<file path="src/rtl/adsr_pkg.sv">
// Shared types and constants for the ADSR envelope controller: state encoding,
// accumulator/envelope widths and the sustain-target helper.
package adsr_pkg;

  localparam int ACC_WIDTH = 32;
  localparam int ENV_WIDTH = 16;

  // 1.0 in Q2.30 on the accumulator, 1.0 in Q2.14 on the envelope output
  localparam logic [ACC_WIDTH-1:0] ENV_MAX     = 32'h4000_0000;
  localparam logic [ENV_WIDTH-1:0] SUSTAIN_MAX = 16'h4000;

  typedef enum logic [2:0] {
    IDLE,
    ATTACK,
    DECAY,
    SUSTAIN,
    RELEASE
  } adsr_state_t;

  // Sustain levels above unity are clamped so decay never targets above ENV_MAX.
  function automatic logic [ACC_WIDTH-1:0] sustain_target(input logic [ENV_WIDTH-1:0] lvl);
    logic [ENV_WIDTH-1:0] clamped;
    clamped = (lvl > SUSTAIN_MAX) ? SUSTAIN_MAX : lvl;
    return {clamped, {(ACC_WIDTH - ENV_WIDTH){1'b0}}};
  endfunction

endpackage

</file>
<file path="src/rtl/adsr_ctrl_tick_gen.sv">
// Free-running sample-rate divider: one-cycle o_sample_en every SAMPLE_DIV clocks,
// first pulse SAMPLE_DIV cycles after reset is released.
module tick_gen #(
  parameter int SAMPLE_DIV = 2268
) (
  input  logic i_clk,
  input  logic i_reset_n,
  output logic o_sample_en
);

  localparam int CNT_W = (SAMPLE_DIV > 2) ? $clog2(SAMPLE_DIV) : 1;
  localparam logic [CNT_W-1:0] LAST = CNT_W'(SAMPLE_DIV - 1);

  logic [CNT_W-1:0] count;

  always_ff @(posedge i_clk or negedge i_reset_n) begin
    if (!i_reset_n) begin
      count       <= '0;
      o_sample_en <= 1'b0;
    end else begin
      o_sample_en <= (count == LAST);
      count       <= (count == LAST) ? '0 : count + CNT_W'(1);
    end
  end

endmodule

</file>
<file path="src/rtl/adsr_ctrl.sv">
// ADSR envelope controller producing a Q2.14 envelope and sample enable for a DDFS.
// Optional feature: define ADSR_AUTO_RELEASE_EN for timed auto-release out of SUSTAIN.
module adsr_ctrl
  import adsr_pkg::*;
#(
  parameter int SAMPLE_DIV = 2268
) (
  input  logic        i_clk,
  input  logic        i_reset_n,
  input  logic        i_start,
  input  logic        i_release,
  input  logic [31:0] i_attack_step,
  input  logic [31:0] i_decay_step,
  input  logic [31:0] i_release_step,
  input  logic [15:0] i_sustain_lvl,
`ifdef ADSR_AUTO_RELEASE_EN
  input  logic [15:0] i_sustain_ticks,
`endif
  output logic [15:0] o_env,
  output logic        o_sample_en,
  output logic        o_busy,
  output logic        o_done
);

  adsr_state_t          state;
  logic [ACC_WIDTH-1:0] acc;
  logic [ACC_WIDTH-1:0] atk_step;
  logic [ACC_WIDTH-1:0] dec_step;
  logic [ACC_WIDTH-1:0] rel_step;
  logic                 start_pend;
  logic                 rel_pend;
  logic                 sample_tick;
`ifdef ADSR_AUTO_RELEASE_EN
  logic [15:0]          hold_ticks;
  logic [15:0]          hold_cnt;
`endif

  logic [ACC_WIDTH:0]   atk_sum;
  logic [ACC_WIDTH:0]   dec_diff;
  logic [ACC_WIDTH-1:0] target;
  logic                 attack_done;
  logic                 decay_done;
  logic                 release_done;
  logic                 start_now;
  logic                 release_now;

  tick_gen #(.SAMPLE_DIV(SAMPLE_DIV)) u_tick_gen (
    .i_clk       (i_clk),
    .i_reset_n   (i_reset_n),
    .o_sample_en (sample_tick)
  );

  assign o_sample_en = sample_tick;
  assign o_env       = acc[ACC_WIDTH-1 -: ENV_WIDTH];

  // One extra bit on each side exposes the carry / borrow directly.
  assign atk_sum  = {1'b0, acc} + {1'b0, atk_step};
  assign dec_diff = {1'b0, acc} - {1'b0, dec_step};
  assign target   = sustain_target(i_sustain_lvl);

  assign attack_done  = (atk_step == '0) || atk_sum[ACC_WIDTH] ||
                        (atk_sum[ACC_WIDTH-1:0] >= ENV_MAX);
  assign decay_done   = (dec_step == '0) || dec_diff[ACC_WIDTH] ||
                        (dec_diff[ACC_WIDTH-1:0] <= target);
  assign release_done = (rel_step == '0) || (acc <= rel_step);

  // A pulse arriving in the tick cycle itself is honoured on that tick.
  assign start_now   = start_pend | i_start;
  assign release_now = rel_pend | i_release;

  always_ff @(posedge i_clk or negedge i_reset_n) begin
    if (!i_reset_n) begin
      state      <= IDLE;
      acc        <= '0;
      atk_step   <= '0;
      dec_step   <= '0;
      rel_step   <= '0;
      start_pend <= 1'b0;
      rel_pend   <= 1'b0;
      o_busy     <= 1'b0;
      o_done     <= 1'b0;
`ifdef ADSR_AUTO_RELEASE_EN
      hold_ticks <= '0;
      hold_cnt   <= '0;
`endif
    end else begin
      o_done <= 1'b0;
      if (!sample_tick) begin
        start_pend <= start_pend | i_start;
        rel_pend   <= rel_pend | i_release;
      end else begin
        start_pend <= 1'b0;
        rel_pend   <= 1'b0;
        if (start_now) begin
          atk_step <= i_attack_step;
          dec_step <= i_decay_step;
          rel_step <= i_release_step;
`ifdef ADSR_AUTO_RELEASE_EN
          hold_ticks <= i_sustain_ticks;
`endif
          state  <= ATTACK;
          o_busy <= 1'b1;
        end else if (release_now &&
                     (state == ATTACK || state == DECAY || state == SUSTAIN)) begin
          state <= RELEASE;
        end else begin
          case (state)
            IDLE: ;
            ATTACK: begin
              if (attack_done) begin
                acc   <= ENV_MAX;
                state <= DECAY;
              end else begin
                acc <= atk_sum[ACC_WIDTH-1:0];
              end
            end
            DECAY: begin
              if (decay_done) begin
                acc   <= target;
                state <= SUSTAIN;
`ifdef ADSR_AUTO_RELEASE_EN
                hold_cnt <= hold_ticks;
`endif
              end else begin
                acc <= dec_diff[ACC_WIDTH-1:0];
              end
            end
            SUSTAIN: begin
`ifdef ADSR_AUTO_RELEASE_EN
              // A zero hold count leaves the note sustaining until released.
              if (hold_ticks != '0) begin
                if (hold_cnt <= 16'd1) begin
                  state <= RELEASE;
                end else begin
                  hold_cnt <= hold_cnt - 16'd1;
                end
              end
`endif
            end
            RELEASE: begin
              if (release_done) begin
                acc    <= '0;
                state  <= IDLE;
                o_busy <= 1'b0;
                o_done <= 1'b1;
              end else begin
                acc <= acc - rel_step;
              end
            end
            default: begin
              acc    <= '0;
              state  <= IDLE;
              o_busy <= 1'b0;
            end
          endcase
        end
      end
    end
  end

endmodule

</file>
<file path="config.mk">
export PLATFORM = sky130hd
export DESIGN_NAME = adsr_ctrl
export DESIGN_NICKNAME = d
export VERILOG_FILES = /design/src/rtl/adsr_pkg.sv /design/src/rtl/adsr_ctrl_tick_gen.sv /design/src/rtl/adsr_ctrl.sv
export SDC_FILE = /design/constraint.sdc
export NUM_CORES = 1
export LEC_CHECK = 0
export CORE_MARGIN = 1.5
export CORE_UTILIZATION = 45
export CTS_BUF_LIST = sky130_fd_sc_hd__clkbuf_4 sky130_fd_sc_hd__clkbuf_8
export DETAILED_ROUTE_END_ITERATION = 8
export PLACE_DENSITY = 0.79
export SYNTH_ARGS = -nofsm -noshare
export SYNTH_HDL_FRONTEND = slang
export SYNTH_SLANG_ARGS = --single-unit
</file>
<file path="constraint.sdc">
create_clock -name i_clk -period 5.4 [get_ports i_clk]
set_clock_uncertainty 0.05 [all_clocks]
set_input_delay 0.81 -clock i_clk [delete_from_list [all_inputs] [get_ports i_clk]]
set_output_delay 0.81 -clock i_clk [all_outputs]
set_load 0.05 [all_outputs]
</file>
Word level (Yosys, flattened, before mapping)

Cells that the tools add are included.
W data, S select, Z words.

$lt $le $gt $ge: 4
Eq/ne operators: 12
Reductions and logical operators: 18
Bitwise operators: 5
$add $sub $neg: 4
Muxes and demuxes: 23

Operators with widths:

| kind                    | count |
|---|---|
| $pmux W32 S4            | 1 |
| $logic_not A32 Y1       | 3 |
| $mux W32                | 3 |
| $le A32 B32 Y1          | 2 |
| $add A32 B32 Y33        | 1 |
| $sub A32 B32 Y33        | 1 |
| $ge A32 B31 Y1 const B  | 1 |
| $sub A32 B32 Y32        | 1 |
| $gt A16 B15 Y1 const B  | 1 |
| $mux W16                | 1 |
| $mux W3                 | 5 |
| $add A12 B1 Y12 const B | 1 |
| $eq A12 B12 Y1 const B  | 1 |
| $mux W12                | 1 |
| $pmux W3 S4             | 1 |
| $mux W1                 | 10 |
| $ne A4 B3 Y1 const B    | 2 |
| $reduce_and A4 Y1       | 2 |
| $logic_or A1 B1 Y1      | 7 |
| $eq A3 B2 Y1 const B    | 2 |
| $reduce_and A5 Y1       | 1 |
| $ne A4 B4 Y1 const B    | 1 |
| $reduce_or A4 Y1        | 1 |
| $eq A3 B1 Y1 const B    | 1 |
| 12 further kinds        | 15 |

Logic and storage cells: 77
Output and inout port bits: 19
Register bits: 148
Bits of input ports: 116

Depth between registers and ports, before layout

Depth after elaboration: 8
Gate-level depth with buffers: 25
Gate-level depth less buffers: 23

By module

A second synthesis with hierarchy kept.

Cell total of the unflattened synthesis: 1369
Area total of the unflattened synthesis: 12273.0 um^2

Modules (own cells, without submodules):

| module    | instances | area each (um^2) | cells each | sequential area each (um^2) |
|---|---|---|---|---|
| adsr_ctrl | 1         | 11662.4          | 1311       | 3378.2 |
| tick_gen  | 1         | 610.6            | 58         | 325.3 |

Least setup slack after synthesis

No wires, ideal clock.

Path kind: reg2reg
Start: register acc[0]
End: register state[1]
Stages on the path, launching flop included: 25
Arrival time: 4.921 ns
Path slack: 0.342 ns
Library setup time: 0.087 ns
Clock period less this slack: 5.058 ns
Required time: 5.263 ns
Cell sequence: dfrtp_1 inv_1 ha_1 inv_1 fa_1 a211o_1 a21oi_1 o311ai_1 a211o_1 a31oi_1 o21ai_0 a221oi_1 xnor2_1 ha_1 nand2_1 nor3_1 o311ai_0 a221oi_1 and3_1 buf_2 o21a_1 buf_6 a21oi_1 o31a_1 o211ai_1

Longest elaborated chain between the ends: 5
Elaborated cells between the ends (all ways): 14
Those cells by class: add/sub: 2; order compare: 3; eq/ne: 3; reduce/logical: 6

Ends and longest elaborated chain:

| element                                                     | RTL line                         | text |
|---|---|---|
| start: declaration                                          | adsr_ctrl.sv:26                  | `logic [ACC_WIDTH-1:0] acc;` |
| start signal: assignment                                    | adsr_ctrl.sv:114                 | `acc <= atk_sum[ACC_WIDTH-1:0];` |
| start signal: assignment                                    | adsr_ctrl.sv:119                 | `acc <= target;` |
| start signal: assignment                                    | adsr_ctrl.sv:125                 | `acc <= dec_diff[ACC_WIDTH-1:0];` |
| $sub A32 B32 Y33 / $add A32 B32 Y33 (equally long branches) | adsr_ctrl.sv:58, adsr_ctrl.sv:57 |  |
| $le A32 B32 Y1 (tied with other cells)                      | adsr_ctrl.sv:64                  | `(dec_diff[ACC_WIDTH-1:0] <= target);` |
| $logic_or A1 B1 Y1 (on tied branches)                       | adsr_ctrl.sv:63, adsr_ctrl.sv:61 |  |
| $ne A4 B3 Y1 (no source line)                               | -                                |  |
| $reduce_and A5 Y1 (no source line) *                        | -                                |  |
| end signal: assignment                                      | adsr_ctrl.sv:73                  | `state <= IDLE;` |
| end signal: assignment                                      | adsr_ctrl.sv:101                 | `state <= ATTACK;` |
| end signal: assignment                                      | adsr_ctrl.sv:105                 | `state <= RELEASE;` |
| end: declaration                                            | adsr_ctrl.sv:25                  | `adsr_state_t state;` |

Mark *: on every way between the ends. The rest lies on a longest branch, timed or not.
A chain may end at the register's enable or synchronous reset.

Final worst setup path

Start: register acc[0]
End: register acc[17]

Longest elaborated chain between the ends: 5
Elaborated cells between the ends (all ways): 15
Those cells by class: add/sub: 3; order compare: 3; mux: 4; reduce/logical: 5

Ends and longest elaborated chain:

| element                                                     | RTL line                           | text |
|---|---|---|
| $sub A32 B32 Y33 / $add A32 B32 Y33 (equally long branches) | adsr_ctrl.sv:58, adsr_ctrl.sv:57   |  |
| $le A32 B32 Y1 (tied with other cells)                      | adsr_ctrl.sv:64                    |  |
| $logic_or A1 B1 Y1 (on tied branches)                       | adsr_ctrl.sv:63, adsr_ctrl.sv:61   |  |
| $mux W32 (on tied branches)                                 | adsr_ctrl.sv:118, adsr_ctrl.sv:110 |  |
| $pmux W32 S4 *                                              | adsr_ctrl.sv:107                   | `case (state)` |

Marks and branches as above.

==> qor.yml <==
status: "complete, no violations"
netlist_top_cells_area: "dfrtp_1 29%, ha_1 11%, mux2_2 8.9%"
layout_commonest_cell: "dfrtp_1"
power_frac_seq: 0.522
start_kind: "flip-flop"
synth_top_area_cell: "dfrtp_1"
worstSetupEndpointType: "flip-flop"
grt_start_max_net_pins: 59
relSlewSlack: 0.445
multi_input_comb_area_um2: 8320
finish.instance_area_um2: 15000
dominantRegCellSynth: "dfrtp_1"
clockBufferDepth: 2
syn_inst: 1425
antennaDiodeCount: 0
synth_top_area_share: 0.294
synth_seq_area_share: 0.294
async_flop_share: 1.00
ir_worst_vdd_v: 0.000130
synth_top_family_by_area: "compound AO/OA/AOI/OAI gates"
cts_tree: "done"
synth_cell_types: 81
p_int_mw: 1.54
grt_pass1_wl_um: 61200
synth-xor-area-share: 0.0571
grt_pass1_vias: 11500
synthSimpleGateAreaFrac: 0.164
worst_pin_slew_ns: 0.829
routed_wl_um: 38800
track_usage: 0.270
final-setup-viol-count: 0
period_needed_ns: 5.20
cts-buffers-inserted: 17
worstReg2RegEnd: "acc[17]$_DFFE_PN0P_"
area_growth_pct: 19.0
core_um2: 27600
initial_core_util: 0.455
most-common-layout-cells: "148 x dfrtp_1, 133 x clkdlybuf4s50_1, 121 x nand2_1"
crit_slowest_cell: "dfrtp_1"
switching_share: 0.272
timing.critical_path.buf_inv: 5
post-route-drc-count: 0
fill_cells: 2561
synth-compound-area-share: 0.219
max_cap_violations: 0
antenna_found_initial: 0
final.setup.tns_ns: 0
clock-sinks: 148
vias: 11800
critPathMostFrequentCell: "buf_4"
max_stage_delay_ns: 0.41
final-hold-violation-count: 0
drive_gt1_frac: 0.145
rr_startpoint: "acc[0]$_DFFE_PN0P_"
layout_setup_ws_ns: 0.198
hold_buffers: 0
synthAdderAreaFrac: 0.117
required_ns: 5.68
port_buffers: 134
cts_max_level: 4
syn_nets: 1657
p_leak_nw: 7.02
dpl.hpwl_um: 31000
path_class: "flip-flop to flip-flop"
die_width_um: 170
crit_family: "compound AO/OA/AOI/OAI gates"
synth-seq-cells: 148
synth_edf_count: 0
rrSetupSlack_ns: 0.20
root_buffer: "clkbuf_8"
fin_crit_sh: 0.963
final_util: 0.542
die_area_um2: 29000
synth_area_um2: 12600
initialDrtViolationCount: 1033
dpl_worst_slack_ns: -0.268
fmax_mhz: 192
power_density_nw_per_um2: 142
finalWeightedCongestion: 1.05
hold_class: "input port to async pin"
syn_avg_cell_area_um2: 8.83
comb_power_share: 0.066
maxSlewViolCount: 0
critPathMaxFanout: 6
ios: 135
ys_warn_count: 0
die_y_um: 170
clock_latency_ns: 0.48
row_count: 61
p_sw_uw: 576
wl_per_cell_um: 19.8
synth.area.mux_share: 0.0926
cts.clk_slew.worst_paths_ns: 0.10
crit_arrival_ns: 5.48
viasPerCell: 6.03
r2r_cells: 25
pwr-share-clk: 0.412
gr-total-overflow: 0
final_antenna_net_count: 0
place_area_um2: 14400
ff_latch_area_um2: 3700
nets: 1796
first_pass_iters: 5
sequential cells by signal, indices dropped and copies added, names as in the netlist:
| register | count |
|---|---|
| acc | 32 |
| atk_step | 32 |
| dec_step | 32 |
| o_busy | 1 |
| o_done | 1 |
| rel_pend | 1 |
| rel_step | 32 |
| start_pend | 1 |
| state | 3 |
| u_tick_gen.count | 12 |
| u_tick_gen.o_sample_en | 1 |
through the flow:
step,hold WS [ns],instances,total power [mW]
final,0.246,1955,2.12
after global routing,0.275,1955,2.19
after CTS,0.256,1949,2.13
after detailed placement,0.439,1913,1.27
after global placement,0.424,1913,1.27
after floorplan,0.404,1425,1.15
logic make-up after synthesis:
logic type / Yosys count
other: 1
AND/OR/NAND/NOR: 411
flip-flops: 148
buffers and inverters: 161
XOR/XNOR: 82
multiplexers: 104
AO/OA/AOI/OAI: 402
adder cells (fa/ha/maj): 116
layout make-up:
class,instances,area share
Clock buffer,18,0.0166
Clock inverter,14,0.00853
Inverter,93,0.0233
Multi-Input combinational cell,1116,0.556
Sequential cell,148,0.247
Tap cell,378,0.0316
Timing Repair Buffer,188,0.117
power by group through the flow:
stage               combinational, mW  sequential [mW]  clock, mW
finish                          0.140             1.11      0.872
global route                    0.151             1.11      0.928
CTS                             0.139             1.11      0.885
detailed placement              0.138             1.13          0
global placement                0.137             1.13          0
floorplan                      0.0167             1.13          0
how the worst max path moves through the flow:
stage	from	endpoint	slack (ns)	cells past startpoint
after floorplan	acc[0]$_DFFE_PN0P_	state[1]$_DFFE_PN0P_	0.34	24
after global placement	acc[0]$_DFFE_PN0P_	acc[4]$_DFFE_PN0P_	-0.09	23
after detailed placement	acc[0]$_DFFE_PN0P_	state[1]$_DFFE_PN0P_	-0.27	22
after CTS	acc[0]$_DFFE_PN0P_	acc[25]$_DFFE_PN0P_	0.02	23
after global routing	acc[2]$_DFFE_PN0P_	acc[18]$_DFFE_PN0P_	-0.08	20
final	acc[0]$_DFFE_PN0P_	acc[17]$_DFFE_PN0P_	0.20	25
routing by layer:
layer / vias up / part of all wire / GRT usage / routed length [um]
met3: 74 / 0.079 / 0.0435 / 3070
met4: 0 / 0.028 / 0.0823 / 1070
met2: 480 / 0.44 / 0.425 / 17100
met1: 5653 / 0.45 / 0.381 / 17600
met5: - / 0 / 0 / 0
li1: 5583 / - / - / -
timing repair:
item | 4_1_cts | 5_1_grt
pin swaps | 3 | 12
endpoints found under the setup margin | 29 | 34
gates resized for setup | 4 | 26
buffers inserted | 4 | 6
synthesized netlist by cell type, drive strengths merged (13+ instances only):
cell type	count
dfrtp	148
nand2	122
ha	113
mux2	99
a21oi	97
inv	93
nor2	82
o21ai	78
xnor2	51
clkbuf	41
a21o	39
nor4	34
nand3	31
xor2	31
buf	27
nand4	27
nor3	25
a22oi	22
o21a	20
a211oi	19
and2	19
and3	16
o211ai	16
a31oi	14
nand2b	13
worst reg2reg max path, cell delays in order (launching register included):
cell and delay, ns:
dfrtp_1 0.41, inv_1 0.09, ha_1 0.16, inv_1 0.05, fa_2 0.34, a211o_1 0.31, a21oi_2 0.19, o311ai_2 0.14
a211o_1 0.32, a31oi_4 0.20, o21ai_2 0.10, a221oi_2 0.30, xnor2_1 0.15, ha_1 0.30, nand2_1 0.11, nor3_4 0.23
o311ai_2 0.14, a221oi_1 0.29, buf_4 0.17, nand2_1 0.05, o21bai_4 0.21, buf_4 0.18, buf_4 0.14, mux2i_1 0.14
a221oi_2 0.23, o21ai_1 0.08
(Power assumes the default switching activity.)
